<file path="src/rtl/lpddr3_lane_dly_stepper.sv">
// Per-byte-lane driver for the LPDDR3 dynamic delay-line interface: paced LOAD/MOVE pulses inside a clock-pause window.
// Optional statistics counters are built when LANE_DLY_STEP_STATS_EN is defined.
module lpddr3_lane_dly_stepper #(
    parameter int TAP_W         = 8,
    parameter int INIT_TAP      = 1,
    parameter int PAUSE_LEAD    = 2,
    parameter int SETTLE_CYCLES = 4,
    parameter int PAUSE_LAG     = 2
) (
    input  logic             FAB_CLK,
    input  logic             RESET,
    input  logic             CMD_VALID,
    output logic             CMD_READY,
    input  logic             CMD_SEL,
    input  logic             CMD_DIR,
    input  logic             CMD_LOAD,
    input  logic [TAP_W-1:0] CMD_STEPS,
    output logic             DONE,
    output logic             ERR,
    output logic [TAP_W-1:0] RX_TAP,
    output logic [TAP_W-1:0] TX_TAP,
    output logic             DELAY_LINE_SEL,
    output logic             DELAY_LINE_LOAD,
    output logic             DELAY_LINE_DIRECTION,
    output logic             DELAY_LINE_MOVE,
    output logic             HS_IO_CLK_PAUSE,
    input  logic             RX_DELAY_LINE_OUT_OF_RANGE,
    input  logic             TX_DELAY_LINE_OUT_OF_RANGE,
    output logic [15:0]      MOVE_CNT,
    output logic [7:0]       ABORT_CNT
);

    typedef enum logic [2:0] {
        S_IDLE, S_PRE, S_LOAD, S_MOVE, S_GAP, S_POST, S_FIN
    } state_t;

    localparam logic [TAP_W-1:0] INIT_TAP_V = TAP_W'(INIT_TAP);
    localparam logic [TAP_W-1:0] TAP_MAX    = {TAP_W{1'b1}};
    localparam logic [3:0]       LEAD_M1    = 4'(PAUSE_LEAD - 1);
    localparam logic [3:0]       SETTLE_M1  = 4'(SETTLE_CYCLES - 1);
    localparam logic [3:0]       LAG_M1     = 4'(PAUSE_LAG - 1);

    state_t           state_q;
    logic [3:0]       cnt_q;
    logic [TAP_W-1:0] steps_q;
    logic             load_cmd_q;
    logic             ready_q, done_q, err_q, pause_q, load_q, move_q, sel_q, dir_q;
    logic [TAP_W-1:0] rx_tap_q, tx_tap_q, rx_tap_d, tx_tap_d, cur_tap_s, new_tap_s;
    logic             oor_s, abort_s;

    assign oor_s   = sel_q ? TX_DELAY_LINE_OUT_OF_RANGE : RX_DELAY_LINE_OUT_OF_RANGE;
    assign abort_s = (state_q == S_GAP) && (cnt_q == 4'd0) && oor_s;

    // Tap tracker next state: follows the pulse that was just presented to the lane.
    always_comb begin
        rx_tap_d  = rx_tap_q;
        tx_tap_d  = tx_tap_q;
        cur_tap_s = sel_q ? tx_tap_q : rx_tap_q;
        new_tap_s = cur_tap_s;
        if (load_q) begin
            new_tap_s = INIT_TAP_V;
        end else if (move_q) begin
            if (dir_q) begin
                new_tap_s = (cur_tap_s == TAP_MAX) ? TAP_MAX : cur_tap_s + {{(TAP_W-1){1'b0}}, 1'b1};
            end else begin
                new_tap_s = (cur_tap_s == {TAP_W{1'b0}}) ? {TAP_W{1'b0}} : cur_tap_s - {{(TAP_W-1){1'b0}}, 1'b1};
            end
        end else begin
            new_tap_s = cur_tap_s;
        end
        if (sel_q) begin
            tx_tap_d = new_tap_s;
        end else begin
            rx_tap_d = new_tap_s;
        end
    end

    // Sequencer FSM; lane-facing strobes are registered from the current state, one cycle behind it.
    always_ff @(posedge FAB_CLK) begin
        if (RESET) begin
            state_q    <= S_IDLE;
            cnt_q      <= 4'd0;
            steps_q    <= {TAP_W{1'b0}};
            load_cmd_q <= 1'b0;
            ready_q    <= 1'b1;
            done_q     <= 1'b0;
            err_q      <= 1'b0;
            pause_q    <= 1'b0;
            load_q     <= 1'b0;
            move_q     <= 1'b0;
            sel_q      <= 1'b0;
            dir_q      <= 1'b0;
            rx_tap_q   <= INIT_TAP_V;
            tx_tap_q   <= INIT_TAP_V;
        end else begin
            rx_tap_q <= rx_tap_d;
            tx_tap_q <= tx_tap_d;
            load_q   <= (state_q == S_LOAD);
            move_q   <= (state_q == S_MOVE);
            done_q   <= (state_q == S_FIN);
            pause_q  <= (state_q == S_PRE) || (state_q == S_LOAD) || (state_q == S_MOVE)
                        || (state_q == S_GAP) || (state_q == S_POST);
            case (state_q)
                S_IDLE: begin
                    if (CMD_VALID) begin
                        sel_q      <= CMD_SEL;
                        dir_q      <= CMD_DIR;
                        load_cmd_q <= CMD_LOAD;
                        steps_q    <= CMD_STEPS;
                        err_q      <= 1'b0;
                        ready_q    <= 1'b0;
                        cnt_q      <= LEAD_M1;
                        if ((CMD_STEPS == {TAP_W{1'b0}}) && !CMD_LOAD) begin
                            state_q <= S_FIN;
                        end else begin
                            state_q <= S_PRE;
                        end
                    end
                end
                S_PRE: begin
                    if (cnt_q == 4'd0) begin
                        state_q <= load_cmd_q ? S_LOAD : S_MOVE;
                    end else begin
                        cnt_q <= cnt_q - 4'd1;
                    end
                end
                S_LOAD: begin
                    state_q <= S_GAP;
                    cnt_q   <= SETTLE_M1;
                end
                S_MOVE: begin
                    steps_q <= steps_q - {{(TAP_W-1){1'b0}}, 1'b1};
                    state_q <= S_GAP;
                    cnt_q   <= SETTLE_M1;
                end
                S_GAP: begin
                    if (cnt_q == 4'd0) begin
                        if (oor_s) begin
                            err_q   <= 1'b1;
                            state_q <= S_POST;
                            cnt_q   <= LAG_M1;
                        end else if (steps_q != {TAP_W{1'b0}}) begin
                            state_q <= S_MOVE;
                        end else begin
                            state_q <= S_POST;
                            cnt_q   <= LAG_M1;
                        end
                    end else begin
                        cnt_q <= cnt_q - 4'd1;
                    end
                end
                S_POST: begin
                    if (cnt_q == 4'd0) begin
                        state_q <= S_FIN;
                    end else begin
                        cnt_q <= cnt_q - 4'd1;
                    end
                end
                S_FIN: begin
                    state_q <= S_IDLE;
                    ready_q <= 1'b1;
                end
                default: begin
                    state_q <= S_IDLE;
                    ready_q <= 1'b1;
                end
            endcase
        end
    end

`ifdef LANE_DLY_STEP_STATS_EN
    logic [15:0] move_cnt_q;
    logic [7:0]  abort_cnt_q;

    // Saturating statistics; only RESET clears them.
    always_ff @(posedge FAB_CLK) begin
        if (RESET) begin
            move_cnt_q  <= 16'd0;
            abort_cnt_q <= 8'd0;
        end else begin
            if ((state_q == S_MOVE) && (move_cnt_q != 16'hFFFF)) begin
                move_cnt_q <= move_cnt_q + 16'd1;
            end
            if (abort_s && (abort_cnt_q != 8'hFF)) begin
                abort_cnt_q <= abort_cnt_q + 8'd1;
            end
        end
    end

    assign MOVE_CNT  = move_cnt_q;
    assign ABORT_CNT = abort_cnt_q;
`else
    assign MOVE_CNT  = 16'd0;
    assign ABORT_CNT = 8'd0;
`endif

    assign CMD_READY            = ready_q;
    assign DONE                 = done_q;
    assign ERR                  = err_q;
    assign RX_TAP               = rx_tap_q;
    assign TX_TAP               = tx_tap_q;
    assign DELAY_LINE_SEL       = sel_q;
    assign DELAY_LINE_LOAD      = load_q;
    assign DELAY_LINE_DIRECTION = dir_q;
    assign DELAY_LINE_MOVE      = move_q;
    assign HS_IO_CLK_PAUSE      = pause_q;

endmodule
</file>
<file path="config.mk">
export PLATFORM = sky130hd
export DESIGN_NAME = lpddr3_lane_dly_stepper
export DESIGN_NICKNAME = d
export VERILOG_FILES = /design/src/rtl/lpddr3_lane_dly_stepper.sv
export SDC_FILE = /design/constraint.sdc
export NUM_CORES = 1
export LEC_CHECK = 0
export BUFFER_PORTS_ARGS = -buffer_cell sky130_fd_sc_hd__buf_2
export CELL_PAD_IN_SITES_DETAIL_PLACEMENT = 0
export CELL_PAD_IN_SITES_GLOBAL_PLACEMENT = 1
export CORE_MARGIN = 1
export CORE_UTILIZATION = 36
export DETAILED_ROUTE_END_ITERATION = 8
export PLACE_DENSITY = 0.8
export SYNTH_ARGS = -nofsm -noshare
export SYNTH_HDL_FRONTEND = slang
export SYNTH_SLANG_ARGS = --single-unit
</file>
<file path="constraint.sdc">
create_clock -name FAB_CLK -period 2.9 [get_ports FAB_CLK]
set_input_delay 0.29 -clock FAB_CLK [delete_from_list [all_inputs] [get_ports FAB_CLK]]
set_output_delay 0.29 -clock FAB_CLK [all_outputs]
set_load 0.01 [all_outputs]
</file>
# Word-level counts from Yosys, hierarchy flattened
# Cells that the tools add are included.
[totals]
reg_bits = 40
latch_bits = 0
ramBits = 0
romBits = 0
inputBits = 16
out_inout_bits = 48
word_cells = 85
mem_count = 0
[classes]
add_sub_neg = 4
multipliers = 0
div = 0
magnitude_cmp = 0
n_eq_ne = 14
shifts = 0
n_mux = 29
n_bitwise = 1
reduce_logical = 23
[op_table]
columns = ["op", "count"]
rows = [
  ["2-to-1 mux 8 bit", 7],
  ["2-to-1 mux 3 bit", 7],
  ["2-to-1 mux 4 bit", 5],
  ["logical NOT 8 bit", 2],
  ["one-hot mux 4 bit (4 select lines)", 1],
  ["one-hot mux 8 bit (2 select lines)", 1],
  ["subtractor 8 x 1 -> 8 bit (second input constant)", 2],
  ["one-hot mux 3 bit (5 select lines)", 1],
  ["AND reduction 4 bit", 3],
  ["inequality test 2 bit (second input constant)", 5],
  ["equality test 3 bit (second input constant)", 3],
  ["adder 8 x 1 -> 8 bit (second input constant)", 1],
  ["equality test 8 bit (second input constant)", 1],
  ["nonzero test 8 bit", 1],
  ["equality test 3 x 2 -> 1 bit (second input constant)", 2],
  ["AND reduction 2 bit", 3],
  ["2-to-1 mux 1 bit", 5],
  ["OR reduction 5 bit", 1],
  ["logical NOT 4 bit", 1],
  ["logical OR 1 bit", 4],
  ["inequality test 4 bit (second input constant)", 1],
  ["one-hot mux 1 bit (2 select lines)", 2],
  ["nonzero test 2 bit", 2],
  ["nonzero test 4 bit", 1],
  ["8 further kinds", 9],
]

# Longest topological paths before layout
# Gate-level depths: netlist of the first run.
[logic_depth]
word_depth = 6
depth_mapped = 13
depth_no_buf = 8

# Worst setup path before layout of the first run
# Ideal clock, no wire load.
[synth_path]
path_type = "flip-flop to flip-flop"
from = "register sel_q, in the netlist DELAY_LINE_SEL"
to = "register tx_tap_q[4], in the netlist TX_TAP[4]"
setup_ps = 91
arrival_time_ps = 2708
required_ps = 2809
setup_slack_ps = 101
stages_incl_launch_ff = 12
n_path_buf = 5
synth_period_minus_slack_ps = 2799
path_cell_list = "dfxtp_1 > buf_6 > buf_4 > buf_6 > buf_2 > buf_1 > mux2i_1 > ha_1 > o21ai_0 > a2111oi_4 > o211ai_1 > a311oi_1"
[synth_via]
elab_chain_len = 6
elab_cells_between_ends = 10
classes_between = "add/sub (2); eq/ne (1); mux (6); reduce/logical (1)"
[synth_rtl]
columns = ["item", "line", "source"]
rows = [
  ["from (decl)", "47", "logic ready_q, done_q, err_q, pause_q, load_q, move_q, sel_q, dir_q;"],
  ["from (signal assigned)", "91", "sel_q <= 1'b0;"],
  ["from (signal assigned)", "106", "sel_q <= CMD_SEL;"],
  ["2-to-1 mux 8 bit", "58", "cur_tap_s = sel_q ? tx_tap_q : rx_tap_q;"],
  ["subtractor 8 x 1 -> 8 bit, or another cell as far along", "66", "new_tap_s = (cur_tap_s == {TAP_W{1'b0}}) ? {TAP_W{1'b0}} : cur_tap_s - {{(TAP_W-1){1'b0}}, 1'b1};"],
  ["2-to-1 mux 8 bit, on equally long branches", "66, 64", ""],
  ["2-to-1 mux 8 bit", "63", "if (dir_q) begin"],
  ["2-to-1 mux 8 bit", "62", "end else if (move_q) begin"],
  ["2-to-1 mux 8 bit", "60", "if (load_q) begin"],
  ["to (signal assigned)", "97", "tx_tap_q <= tx_tap_d;"],
  ["to (decl)", "48", "logic [TAP_W-1:0] rx_tap_q, tx_tap_q, rx_tap_d, tx_tap_d, cur_tap_s, new_tap_s;"],
]
# Several ways; a longest one is shown, not always the timed one.
# A chain may end at the register's enable or synchronous reset.

# Final worst setup path of the first run
# Same ends and word-level chain as after synthesis.

==> results of run 1 <==
-- power groups by stage --
stage,clock [mW],combinational [mW],sequential (mW)
global placement,0,0.819,0.817
finish,0.467,0.825,0.810
CTS,0.475,0.828,0.806
floorplan,0,0.735,0.744
detailed placement,0,0.823,0.817
global route,0.510,0.925,0.837
-- state kept, by name, indices dropped and copies added, names as in the netlist, 3 cells and up --
name and count:
state_q 3, RX_TAP 8, TX_TAP 8, steps_q 8, cnt_q 4
-- critical path, cell delays in order, from the launching register on --
cell	delay [ps]
dfxtp_1	630
mux2_2	420
inv_1	80
ha_1	280
o21ai_0	220
a2111oi_4	430
o211ai_1	150
a311oi_1	280
-- cell families (layout without fill, tap and decap cells) --
logic type	Yosys count	count (layout)	synth area share
DFF	40	40	0.283
xor gates and xnor gates	1	1	0.00310
muxes	18	18	0.0703
other	1	24	0.00133
AOI/OAI and AO/OA	99	99	0.244
buffers and inverters	58	65	0.119
and+or+nand+nor	127	127	0.249
adders and majority gates	7	7	0.0310
-- Yosys cell counts (all sizes together), types with 7 or more instances --
cell	instances	share of area
nor3	13	0.025
nand2	28	0.037
nor2	24	0.032
clkbuf	13	0.017
o32ai	7	0.022
mux2i	9	0.032
inv	14	0.019
dfxtp	40	0.28
o22ai	7	0.015
o21ai	11	0.021
nand3b	7	0.019
mux2	9	0.038
ha	7	0.031
nand3	8	0.014
buf	31	0.083
a21oi	30	0.053
-- area by class of cell --
class	instances	area [um^2]
Fill cell	785	4320
Multi-Input combinational cell	276	1780
Sequential cell	40	801
Timing Repair Buffer	43	225
Tap cell	99	124
Clock buffer	6	72.6
Inverter	14	52.6
Clock inverter	2	35.0
-- per-stage QoR --
step                hold slack (ps)  total power [mW]   util  area, um^2  setup slack (ps)
floorplan                       426              1.48      -        2920               101
global placement                434              1.64  0.402        2980               534
detailed placement              453              1.64  0.402        2980               411
CTS                             215              2.11  0.417        3090               336
global route                    224              2.27  0.417        3090               147
finish                          224              2.10  0.417        3090               310
-- metal layers --
layer  global-route usage  share of wire
met1                0.249           0.48
met3               0.0404          0.047
met2                0.279           0.45
met4               0.0605          0.019
met5                    0              0
-- cell usage in the layout (no fill, tap or decap), drive strengths merged, types with 3 or more instances in the layout --
| master | instances |
|---|---|
| a2111oi | 4 |
| mux2i | 9 |
| o21a | 3 |
| o211ai | 6 |
| a31oi | 5 |
| o22ai | 7 |
| buf | 43 |
| ha | 7 |
| dfxtp | 40 |
| nand3 | 8 |
| inv | 14 |
| mux2 | 9 |
| o32ai | 7 |
| or2 | 4 |
| or3 | 4 |
| a21oi | 30 |
| nor4 | 5 |
| o21ai | 11 |
| nand3b | 7 |
| or4 | 6 |
| conb | 24 |
| nor3b | 5 |
| nor2 | 24 |
| nand2b | 6 |
| nand2 | 28 |
| clkbuf | 6 |
| o31ai | 4 |
| nor3 | 13 |
-- worst max-delay path by stage --
stage / slack [ps] / depth (start not counted) / end / startpoint
after floorplan: 100 / 11 / TX_TAP[4]$_SDFFE_PP0P_ / DELAY_LINE_SEL$_SDFFE_PP0P_
after global placement: 530 / 7 / TX_TAP[4]$_SDFFE_PP0P_ / DELAY_LINE_SEL$_SDFFE_PP0P_
after detailed placement: 410 / 7 / TX_TAP[4]$_SDFFE_PP0P_ / DELAY_LINE_SEL$_SDFFE_PP0P_
after CTS: 340 / 7 / TX_TAP[4]$_SDFFE_PP0P_ / DELAY_LINE_SEL$_SDFFE_PP0P_
after global routing: 150 / 7 / TX_TAP[4]$_SDFFE_PP0P_ / DELAY_LINE_SEL$_SDFFE_PP0P_
final: 310 / 7 / TX_TAP[4]$_SDFFE_PP0P_ / DELAY_LINE_SEL$_SDFFE_PP0P_
==> out/qor.yml, run 1 <==
worst_setup_path:
  r2r_cells: 7
  startpoint_type: "flip-flop"
  rr_startpoint: "DELAY_LINE_SEL$_SDFFE_PP0P_"
  reg2reg_slack_ps: 310
  critPathCaptureType: "flip-flop"
  cp_max_fo: 16
  r2r-end: "TX_TAP[4]$_SDFFE_PP0P_"
  arrival_ps: 2790
  cp.required_ps: 3100
  critPathKind: "reg2reg"
clocking:
  clkSlewWorstSetupHoldPaths_ps: 80
  insertion_delay_ps: 300
  cts_setup_buffers: 0
  hold_buffers: 0
  cts_htree_levels: 2
  root_buffer: "clkbuf_8"
  numCtsBuffers: 5
  clock_sinks: 40
  tritoncts: "done"
  clk_path_buf_depth: 2
  post_cts_resized: 0
timing:
  clock_skew_ps: 3.50
  slew_headroom: 0.485
  period_minus_slack_ps: 2590
  slew_viol_final: 0
  max_freq_mhz: 386
  fin_crit_sh: 0.893
  hold_viol_final: 0
  rsz0062_at_grt: "false"
  worst_slew_pin_slew_ps: 773
  setup_violations: 0
  setup_tns_ps: 0
global_routing:
  antenna_found_initial: 0
  grt_pass1_vias: 2359
  grt_overflow: 0
  grt_use_total: 0.182
  grt_max_degree: 45
  grt_first_pass_wirelength_um: 12100
placed_design:
  dp_cells: 472
  dp.final_hpwl_um: 5300
  io_buffers: 39
  gp_congestion: 0.993
floorplan:
  initial_utilization: 0.382
  die_w_um: 90.6
  core.rowCount: 31
  boundaryPins: 64
  fp.dieArea_um2: 8220
  coreArea_um2: 7410
  die_h_um: 90.6
synthesis:
  synth-warning-count: 0
  ys.flop_type: "dfxtp_1"
  synthArstFlopShare: 0
  netlist_instances: 351
  syn_avg_cell_area_um2: 8.06
  synth_edf_count: 0
  yosys.cell_types.count: 67
  yosysSeqAreaShare: 0.283
  ys_ff_latch: 40
  synth_area_um2: 2830
finish:
  antenna_cells: 0
  area_delta_synth_final_pct: 9.20
  drive_gt1_frac: 0.189
  fin_cells: 480
  nNetsFinal: 403
drt:
  via_per_inst: 5.50
  first_pass_iters: 4
  wire_per_inst_um: 15.1
  route.final.wire_length_um: 7260
  ant_nets: 0
  drt_iter0_markers: 118
  vias: 2639
  route.detailed.drc: 0
power:
  p_clk_frac: 0.222
  netSwitchingFraction: 0.396
  p_int_mw: 1.27
  p_sw_mw: 0.832
  p_per_area_nw_per_um2: 681
  ir_worst_vdd_uv: 369
  p_seq_frac: 0.385
  power.leakage_nw: 1.18
  combPwrFrac: 0.392
hold_path:
  holdPathEnd: "DELAY_LINE_DIRECTION$_SDFFE_PP0P_"
  hold_class: "in2reg"
  min_path_cells: 3
  min-delay-start: "CMD_DIR"
run_status:
  outcome: "complete, no violations"
job:
  drv_cap: 0
Note: power is estimated with default switching activity, not from simulation.
==> inputs of run 2 (changes only) <==
--- a/config.mk
+++ b/config.mk
@@ -8,7 +8,7 @@
 export BUFFER_PORTS_ARGS = -buffer_cell sky130_fd_sc_hd__buf_2
 export CELL_PAD_IN_SITES_DETAIL_PLACEMENT = 0
 export CELL_PAD_IN_SITES_GLOBAL_PLACEMENT = 1
-export CORE_MARGIN = 1
+export CORE_MARGIN = 8
 export CORE_UTILIZATION = 36
 export DETAILED_ROUTE_END_ITERATION = 8
 export PLACE_DENSITY = 0.8
==> out/qor.yml, run 2 (same netlist as run 1, synthesis figures left out) <==
run_status:
  outcome: "complete, no violations"
timing:
  setup_slack_ps: 560  # +250 ps
  rsz0062_at_grt: "false"
  fin_crit_sh: 0.807  # -0.0863
  worst_slew_pin_slew_ps: 774  # +1.58 ps
  max_freq_mhz: 427  # +11%
  slew_headroom: 0.484  # -0.00105
  hold_viol_final: 0  # unchanged
  setup_tns_ps: 0  # unchanged
  period_minus_slack_ps: 2340  # -250 ps
  setup_violations: 0  # unchanged
  slew_viol_final: 0  # unchanged
  clock_skew_ps: 6.81  # +3.31 ps
power:
  p_per_area_nw_per_um2: 655  # -3.7%
  total_power_mw: 2.01  # -4.4%
  combPwrFrac: 0.415  # +0.023
  netSwitchingFraction: 0.413  # +0.0173
  p_clk_frac: 0.184  # -0.038
  p_sw_mw: 0.830  # -0.25%
  ir_worst_vdd_uv: 348  # -5.7%
  p_int_mw: 1.18  # -7.2%
  p_seq_frac: 0.401  # +0.016
  power.leakage_nw: 1.16  # -1.3%
placed_design:
  gp_congestion: 0.951  # -4.2%
  pre_cts_ws_ps: 589  # +178 ps
  dp.final_hpwl_um: 5570  # +5.2%
  io_buffers: 39  # unchanged
finish:
  multiInputGateArea_um2: 1780  # unchanged
  drive_gt1_frac: 0.189  # +0.000497
  fillerInstances: 850  # +8.3%
  post-route-util: 0.399  # -0.0181
  area_delta_synth_final_pct: 8.40
  final_common_cell: "dfxtp_1"
  antenna_cells: 0  # unchanged
  final_cell_mix: "dfxtp_1, buf_2, a21oi_1"
  final-seq-area_um2: 801  # unchanged
  nNetsFinal: 403  # unchanged
floorplan:
  die_w_um: 105  # +15%
  die_h_um: 105  # +15%
  fp.dieArea_um2: 11000  # +33%
  core.rowCount: 32  # +3.2%
  boundaryPins: 64  # unchanged
  initial_utilization: 0.368  # -0.0139
  coreArea_um2: 7690  # +3.8%
clocking:
  cts_setup_buffers: 0  # unchanged
  insertion_delay_ps: 300  # about the same
  post_cts_resized: 0  # unchanged
  hold_buffers: 0  # unchanged
  clk_path_buf_depth: 2  # unchanged
  tritoncts: "done"
  cts_htree_levels: 2  # unchanged
  numCtsBuffers: 5  # unchanged
  clkSlewWorstSetupHoldPaths_ps: 80  # about the same
  clock_sinks: 40  # unchanged
  root_buffer: "clkbuf_8"
worst_setup_path:
  critPathKind: "reg2reg"
  rr_startpoint: "DELAY_LINE_SEL$_SDFFE_PP0P_"
  r2r-end: "TX_TAP[4]$_SDFFE_PP0P_"
  crit_end: "TX_TAP[4]$_SDFFE_PP0P_"
  path_cells: "mux2_2 > inv_1 > ha_1 > o21ai_0 > a2111oi_4 > o211ai_1 > a311oi_1"
  crit_family: "compound AO/OA/AOI/OAI gates"
  r2r_cells: 7  # unchanged
  startpoint_type: "flip-flop"
  cpMaxStageDelayCell: "dfxtp_1"
  arrival_ps: 2540  # -250 ps
  cp.required_ps: 3100  # about the same
  max_stage_delay_ps: 460  # -170 ps
  path_depth: 7  # unchanged
  reg2reg_slack_ps: 560  # +250 ps
  cp_max_fo: 6  # -10
  critPathCaptureType: "flip-flop"
  crit_buf_inv: 1  # unchanged
  startpoint: "DELAY_LINE_SEL$_SDFFE_PP0P_"
global_routing:
  grt_max_degree: 45  # unchanged
  grt_first_pass_wirelength_um: 12400  # +3.1%
  grt_pass1_vias: 2505  # +6.2%
  antenna_found_initial: 0  # unchanged
  grt_overflow: 0  # unchanged
  grt_use_total: 0.133  # -0.0482
drt:
  route.detailed.drc: 0  # unchanged
  first_pass_iters: 4  # unchanged
  route.final.wire_length_um: 7610  # +4.9%
  wire_per_inst_um: 15.8  # +4.5%
  ant_nets: 0  # unchanged
  vias: 2681  # +1.6%
  drt_iter0_markers: 181  # +53%
  via_per_inst: 5.56  # +1.2%
hold_path:
  hold_class: "in2reg"
job:
  drv_cap: 0  # unchanged
==> run 2: cell count changes in the layout (fill, tap and decap cells not counted) <==
cell,delta
bufinv_16,-1
clkbuf_1,-1
clkinvlp_4,+1
==> run 2: layer usage <==
layer	vias up	track usage	share of wire	wire length, um
met4	0	0.0296	0.0051	39
met1	1264	0.171	0.46	3490
met3	4	0.0332	0.061	466
met2	95	0.220	0.48	3620
met5	-	0	0	0
li1	1318	-	-	-
==> run 2: area by class of cell <==
type,count,area share
multi-input cells,276,0.580
flip-flops and latches,40,0.261
repair buffers,43,0.0734
well taps,102,0.0416
clock buffers,5,0.0224
inverters,14,0.0171
clock inverters,2,0.00408
==> run 2: metrics by stage <==
step	std cells	area, um^2	hold WS, ps
after floorplan	374	2920	426
after global placement	475	2990	435
after detailed placement	475	2990	436
after CTS	482	3070	224
after global routing	482	3070	237
final	482	3070	228
==> run 2: worst min path at each step <==
| stage | to | start | cells past startpoint | slack (ps) |
|---|---|---|---|---|
| floorplan | load_cmd_q$_SDFFE_PP0P_ | CMD_LOAD | 2 | 430 |
| global placement | CMD_READY$_SDFFE_PP1P_ | CMD_READY$_SDFFE_PP1P_ | 2 | 430 |
| detailed placement | CMD_READY$_SDFFE_PP1P_ | CMD_READY$_SDFFE_PP1P_ | 2 | 440 |
| CTS | DELAY_LINE_DIRECTION$_SDFFE_PP0P_ | CMD_DIR | 3 | 220 |
| global route | load_cmd_q$_SDFFE_PP0P_ | CMD_LOAD | 3 | 240 |
| finish | DELAY_LINE_DIRECTION$_SDFFE_PP0P_ | CMD_DIR | 3 | 230 |
==> run 2: power by group through the flow <==
| stage | clock, mW | combinational (mW) | sequential, mW |
|---|---|---|---|
| after CTS | 0.382 | 0.831 | 0.802 |
| after floorplan | 0 | 0.735 | 0.744 |
| final | 0.370 | 0.834 | 0.806 |
| after global placement | 0 | 0.823 | 0.813 |
| after global routing | 0.405 | 0.933 | 0.829 |
| after detailed placement | 0 | 0.829 | 0.816 |
==> run 2: worst register-to-register path, stage by stage, from the launching register on <==
cell and delay [ps]:
dfxtp_1 460, mux2_2 410, inv_1 80, ha_1 270, o21ai_0 190, a2111oi_4 420
o211ai_1 150, a311oi_1 270
